<file path="config.mk">
export PLATFORM = sky130hd
export DESIGN_NAME = rot_sequencer
export DESIGN_NICKNAME = d
export VERILOG_FILES = /design/src/rtl/rot_sequencer.sv
export SDC_FILE = /design/constraint.sdc
export NUM_CORES = 1
export LEC_CHECK = 0
export ABC_AREA = 1
export CORE_ASPECT_RATIO = 0.6
export CORE_UTILIZATION = 40
export DETAILED_ROUTE_END_ITERATION = 12
export RECOVER_POWER = 25
export SLEW_MARGIN = 20
export SYNTH_ARGS = -nofsm -noshare
export SYNTH_HDL_FRONTEND = slang
export SYNTH_SLANG_ARGS = --single-unit
</file>
<file path="constraint.sdc">
create_clock -name clk -period 4.9 [get_ports clk]
set_input_delay 1.47 -clock clk [delete_from_list [all_inputs] [get_ports clk]]
set_output_delay 1.47 -clock clk [all_outputs]
set_load 0.01 [all_outputs]
</file>
<file path="src/rtl/rot_sequencer.sv">
// ============================================================================
// rot_sequencer : position sequencer feeding the rotating-segment decoder.
//   Optional ping-pong mode when ROT_BOUNCE_EN is defined.   Rev 1.0
// ============================================================================
`default_nettype none

module rot_sequencer #(
  parameter int TICK_DIV  = 12500000,
  parameter int DIV_WIDTH = 27,
  parameter int N_POS     = 12
) (
  input  logic       clk,
  input  logic       rst,
  input  logic       enable,
  input  logic       dir,
  input  logic [1:0] speed,
  input  logic       step_req,
  output logic [3:0] pos_out,
  output logic       tick,
  output logic       lap_done,
  output logic [7:0] lap_count
);

  localparam logic [0:0] S_PAUSE = 1'b0;
  localparam logic [0:0] S_RUN   = 1'b1;

  localparam logic [3:0]           C_LAST = 4'(N_POS - 1);
  localparam logic [DIV_WIDTH-1:0] C_DIV  = DIV_WIDTH'(TICK_DIV);
  localparam logic [DIV_WIDTH-1:0] C_ONE  = DIV_WIDTH'(1);

  logic [0:0]           state_q, state_d;
  logic [DIV_WIDTH-1:0] cnt_q, cnt_d;
  logic                 step_q;
  logic [3:0]           pos_q, pos_d;
  logic                 tick_q, tick_d;
  logic                 lap_q, lap_d;
  logic [7:0]           laps_q, laps_d;
  logic [DIV_WIDTH-1:0] limit_m1;
  logic                 run, adv, rev, wrap;
  logic [3:0]           pos_nxt;
`ifdef ROT_BOUNCE_EN
  logic                 dirf_q, dirf_d, flag_nxt;
`endif

  always_ff @(posedge clk) begin
    if (rst) state_q <= S_PAUSE;
    else     state_q <= state_d;
  end

  always_comb begin
    state_d = state_q;
    case (state_q)
      S_PAUSE: if (enable)  state_d = S_RUN;
      S_RUN:   if (!enable) state_d = S_PAUSE;
      default: state_d = S_PAUSE;
    endcase
  end

  // The cycle's mode is taken from the freshly evaluated state, so the first
  // RUN cycle already counts and the first PAUSE cycle already clears cnt.
  always_comb begin
    run      = (state_d == S_RUN);
    limit_m1 = (C_DIV << speed) - C_ONE;
    adv      = run ? (cnt_q >= limit_m1) : (step_req & ~step_q);
    cnt_d    = (!run || adv) ? '0 : cnt_q + C_ONE;
    wrap     = 1'b0;
    pos_nxt  = pos_q;
`ifdef ROT_BOUNCE_EN
    rev      = run ? dirf_q : dir;
    flag_nxt = rev;
    if (!rev) begin
      if (pos_q == C_LAST) begin
        pos_nxt  = C_LAST - 4'd1;
        flag_nxt = 1'b1;
      end else begin
        pos_nxt  = pos_q + 4'd1;
      end
    end else begin
      if (pos_q == 4'd0) begin
        pos_nxt  = 4'd1;
        flag_nxt = 1'b0;
      end else begin
        pos_nxt  = pos_q - 4'd1;
        wrap     = (pos_q == 4'd1);
      end
    end
    dirf_d = adv ? flag_nxt : rev;
`else
    rev = dir;
    if (!rev) begin
      wrap    = (pos_q == C_LAST);
      pos_nxt = wrap ? 4'd0 : pos_q + 4'd1;
    end else begin
      wrap    = (pos_q == 4'd0);
      pos_nxt = wrap ? C_LAST : pos_q - 4'd1;
    end
`endif
    pos_d  = adv ? pos_nxt : pos_q;
    tick_d = adv;
    lap_d  = adv & wrap;
    laps_d = laps_q + {7'd0, lap_d};
  end

  always_ff @(posedge clk) begin
    if (rst) begin
      cnt_q  <= '0;
      step_q <= 1'b0;
      pos_q  <= 4'd0;
      tick_q <= 1'b0;
      lap_q  <= 1'b0;
      laps_q <= 8'd0;
    end else begin
      cnt_q  <= cnt_d;
      step_q <= step_req;
      pos_q  <= pos_d;
      tick_q <= tick_d;
      lap_q  <= lap_d;
      laps_q <= laps_d;
    end
  end

`ifdef ROT_BOUNCE_EN
  always_ff @(posedge clk) begin
    if (rst) dirf_q <= 1'b0;
    else     dirf_q <= dirf_d;
  end
`endif

  assign pos_out   = pos_q;
  assign tick      = tick_q;
  assign lap_done  = lap_q;
  assign lap_count = laps_q;

endmodule

`default_nettype wire

</file>
* After elaboration in Yosys (flattened, before gate mapping)
Cells that the tools add are included.
Storage, ports and cells: logic and storage cells 27, output and inout port bits 14, input bits 7, flip-flop bits (word level) 42
Operators by class: add/subtract/negate cells 5, reduce and logical (&&, ||, !) cells 4, equality and inequality tests 1, muxes and demuxes 6, order comparisons 1, bitwise logic cells 3, shift-type cells 1
Operators with widths (number):
- 27-bit by 1-bit adder with 27-bit output (second input constant) | 1
- 27-bit greater-or-equal comparator | 1
- 24-bit by 2-bit left shift with 27-bit output (first input constant) | 1
- 27-bit by 1-bit subtractor with 27-bit output (second input constant) | 1
- 4-bit 2-to-1 mux | 3
- 8-bit by 1-bit adder with 8-bit output | 1
- 4-bit by 1-bit adder with 4-bit output (second input constant) | 1
- 4-bit equality test (second input constant) | 1
- 4-bit zero test | 1
- 4-bit by 1-bit subtractor with 4-bit output (second input constant) | 1
- 1-bit 2-to-1 mux | 3
- 1-bit bitwise AND | 2
- 2-bit OR reduction | 1
- 1-bit zero test | 1
- 1-bit logical OR | 1
- 1-bit NOT | 1

* Longest topological paths before layout
depth in word-level cells 6, depth in mapped cells 21, depth with buffers taken out 21

* Least setup slack after synthesis
Ideal clock, no wire load.
path kind input port to flip-flop, start point in speed[0], end point reg laps_q[6], in the netlist lap_count[6], arrival 3738 ps, library setup time 130 ps, stages 19, slack 1032 ps, required time 4770 ps, path buffers 0, cell sequence inv_1 -> nor2_1 -> inv_1 -> ha_1 -> ha_1 -> nand2_1 -> nor2_1 -> nand3_1 -> nand3_1 -> nand2_1 -> nand3_2 -> nand2_2 -> nor2_1 -> ha_1 -> ha_1 -> nand2_1 -> nor2_1 -> nand4_1 -> nor3b_1
Between the ends: word-level cells in the longest chain between the ends 6
RTL lines:
- start, declared | RTL line 16 | input logic [1:0] speed,
- 24-bit by 2-bit left shift with 27-bit output | RTL line 63 | limit_m1 = (C_DIV << speed) - C_ONE;
- 27-bit by 1-bit subtractor with 27-bit output | RTL line 63
- 27-bit greater-or-equal comparator | RTL line 64 | adv = run ? (cnt_q >= limit_m1) : (step_req & ~step_q);
- 1-bit 2-to-1 mux | RTL line 64
- 1-bit bitwise AND | RTL line 100 | lap_d = adv & wrap;
- net lap_d | RTL line 36 | logic lap_q, lap_d;
- 8-bit by 1-bit adder with 8-bit output | RTL line 101 | laps_d = laps_q + {7'd0, lap_d};
- end signal, assigned | RTL line 118 | laps_q <= laps_d;
- end, declared | RTL line 37 | logic [7:0] laps_q, laps_d;
The timed path passes the listed nets, and every way through them passes these cells. A chain may end at the register's enable or synchronous reset.

* Worst setup path after layout
start point in speed[0], end point reg laps_q[7], in the netlist lap_count[7]
The elaborated chain is that of the path after synthesis.

==> summary.md <==
| Metric | Value |
|---|---|
| Final WS setup | `489 ps` |
| Vias in the first global route | `2,132` |
| Die width | `108 µm` |
| Crit path required time | `between 5000 and 6000 ps` |
| Peak VDD IR | `~110 µV` |
| Post-synth ARST share | `0` |
| Leading cell type in the layout, fill and taps excluded | `nand2_1` |
| Layout Skew | `roughly 7 ps` |
| Fraction of layout cells with a size suffix above 1 | `0.0868` |
| DRC viols | `0` |
| Lkg Pwr | `1.35 nW` |
| Worst Tran Pin Value | `494 ps` |
| Initial DRC Count | `122` |
| Sequential share of the synthesized area | `0.314` |
| Endpoint class of the critical path | `flop` |
| Yosys reg bits | `42` |
| Overall power | `718 µW` |
| CP Launch Type | `input pin` |
| Die Ht | `65.4 µm` |
| Yosys cell types | `40` |
| Post-Synth XOR/XNOR Area | `0.0523` |
| Worst-path clk slew | `90 ps` |
| Synth-to-Final Area Change | `15.3%` |
| Synth Instances | `377` |
| Nets@finish | `436` |
| Min Tclk post-route | `4410 ps` |
| Fillers | `620` |
| Slew Viols, Final | `0` |
| Adder and majority cell fraction of the synthesized area | `0.126` |
| Row count | `22` |
| Pwr/cell area | `232 nW/µm²` |
| Mapped cell area | `around 2700 µm²` |
| Gpl congestion | `0.847` |
| Clock sinks | `42` |
| Post-route ant nets | `0` |
| Die ar. | `between 7000 and 8000 µm²` |
| Critical path arrival | `4620 ps` |
| Fin crit share | `0.900` |
| Initial antenna violation count | `0` |
| Root buffer cell | `clkbuf_8` |
| WL/cell | `12.4 µm` |
| Largest net degree at the start of global routing | `28` |
| Drt via density | `4.74` |
| # setup viols final | `0` |
| Initial Utilization | `0.427` |
| First-pass detailed-route iteration total | `4` |
| Remaining Overflow, GRT | `0` |
| HPWL Detailed | `4690 µm` |
| Post-synthesis compound-gate area fraction | `0.0738` |
| IO Pins | `21` |
| Antenna cells | `0` |
| Area of the multi-input gates | `1640 µm²` |
| Fin Hold WS | `449 ps` |
| Crit path kind | `in2reg` |
| Mux share of post-synthesis cell area | `0` |
| First-pass GRT wire length | `10,300 µm` |
| DR vias | `2,306` |
| Critical-path maximum fanout | `7` |
| Outcome | `finished, final reports clean` |
| TritonCTS buffer count | `5` |
| Core box area | `6280 µm²` |
| Worst skew pair latency | `310 ps` |
| Simple-Gate Fraction of Synth Area | `0.353` |
| Max Cap Viol | `0` |
| Commonest non-fill, non-tap cells in the layout | `nand2_1, nor2_1, inv_1` |
| Post-Route Setup TNS | `0 ps` |
| Number of flops mapped to enable cells by yosys | `0` |
| TritonCTS clock tree | `yes` |
| FF/Latch Area | `841 µm²` |
| Count of final hold-check violations | `0` |
| Final WL | `a little over 6000 µm` |
| Util after Layout | `0.492` |
| Clock tree buffer depth | `2` |
| Hold Buf Count CTS | `0` |
| Largest family of logic cells by synthesized area | `simple AND/OR/NAND/NOR gates` |
| Hold Path Class | `reg2reg` |
| Syn Area/Cell | `7.11 µm²` |
| Gr usage total | `0.195` |
| Port bufs | `20` |
| Main synth FF type | `dfxtp_1` |
| Unrepaired setup endpoints after global routing | `no` |
| Worst rel slew slack | `0.668` |
| Place WS | `132 ps` |
| Synthesis warning total | `0` |
| H-tree depth | `2` |
| Fmax | `between 200 and 250 MHz` |
-- logic make-up after synthesis --
logic type / after synthesis
other: 2
xor gates and xnor gates: 16
buffers and inverters: 54
AOI/OAI and AO/OA: 36
adders and majority gates: 27
DFF: 42
and+or+nand+nor: 200
-- report_power, final --
part	internal (mW)	leakage [nW]	switching, mW
sequential	0.347	0.340	0.00632
clock	0.152	0.0514	0.132
combinational	0.0341	0.963	0.0455
-- cells in the mapped netlist, drive strengths merged (4+ instances only) --
master  count  area (µm²)
nor3        8        45.0
nor2       63         272
a21oi      25         133
nand2      81         317
inv        48         180
xnor2       6        52.6
ha         27         338
o21ai       6        30.0
xor2       10        87.6
or2         7        43.8
nand3b      4        33.8
nor3b       4        30.0
nand3      20         110
dfxtp      42         841
nand4      10        77.6
-- sequential cells by signal, indices dropped and copies added, names as in the netlist --
register	flops
pos_out	4
lap_count	8
lap_done	1
step_q	1
tick	1
cnt_q	27
-- area by class of cell --
class / count / area share
clock buffers: 6 / 0.0235
inverters: 50 / 0.0612
flip-flops and latches: 42 / 0.272
repair buffers: 21 / 0.0672
multi-input cells: 282 / 0.530
well taps: 84 / 0.0340
clock inverters: 2 / 0.0122
-- worst max-delay path, stage by stage --
cell	delay (ps)
clkdlybuf4s50_1	580
inv_1	120
nor2_1	130
inv_1	60
ha_1	270
ha_1	290
nand2_1	60
nor2_1	90
nand3_1	80
nand3_1	110
nand2_1	120
nand3_2	170
nand2_2	100
nor2_1	120
ha_1	180
nand3_1	120
nor2_1	140
and3_1	210
nand3_1	90
nand2_1	70
nor2_1	50
-- per-stage QoR --
step	area, µm²	std cells
floorplan	2680	378
global placement	2980	479
detailed placement	2980	479
CTS	3090	487
global route	3090	487
finish	3090	487
-- layer usage --
metal	vias up	wire length [µm]	track usage
met1	1022	3680	0.310
met2	26	2080	0.242
met3	10	192	0.0466
li1	1248	-	-
met4	0	99	0.0719
met5	-	0	0
-- final timing paths --
path / to / slack (ps) / startpoint / cells after the start
setup / recovery: lap_count[7] / 490 / speed[0] / 21
hold / removal: cnt_q[0] / 450 / cnt_q[0] / 1
setup reg to reg: lap_count[7] / 2280 / cnt_q[25] / 18
hold reg to reg: cnt_q[0] / 450 / cnt_q[0] / 1
-- repair_timing --
action                     4_1_cts  5_1_grt
gates resized for setup          0        1
setup endpoints to repair        0        1
setup buffers                    0        0
Power figures use the tool's default switching activity.
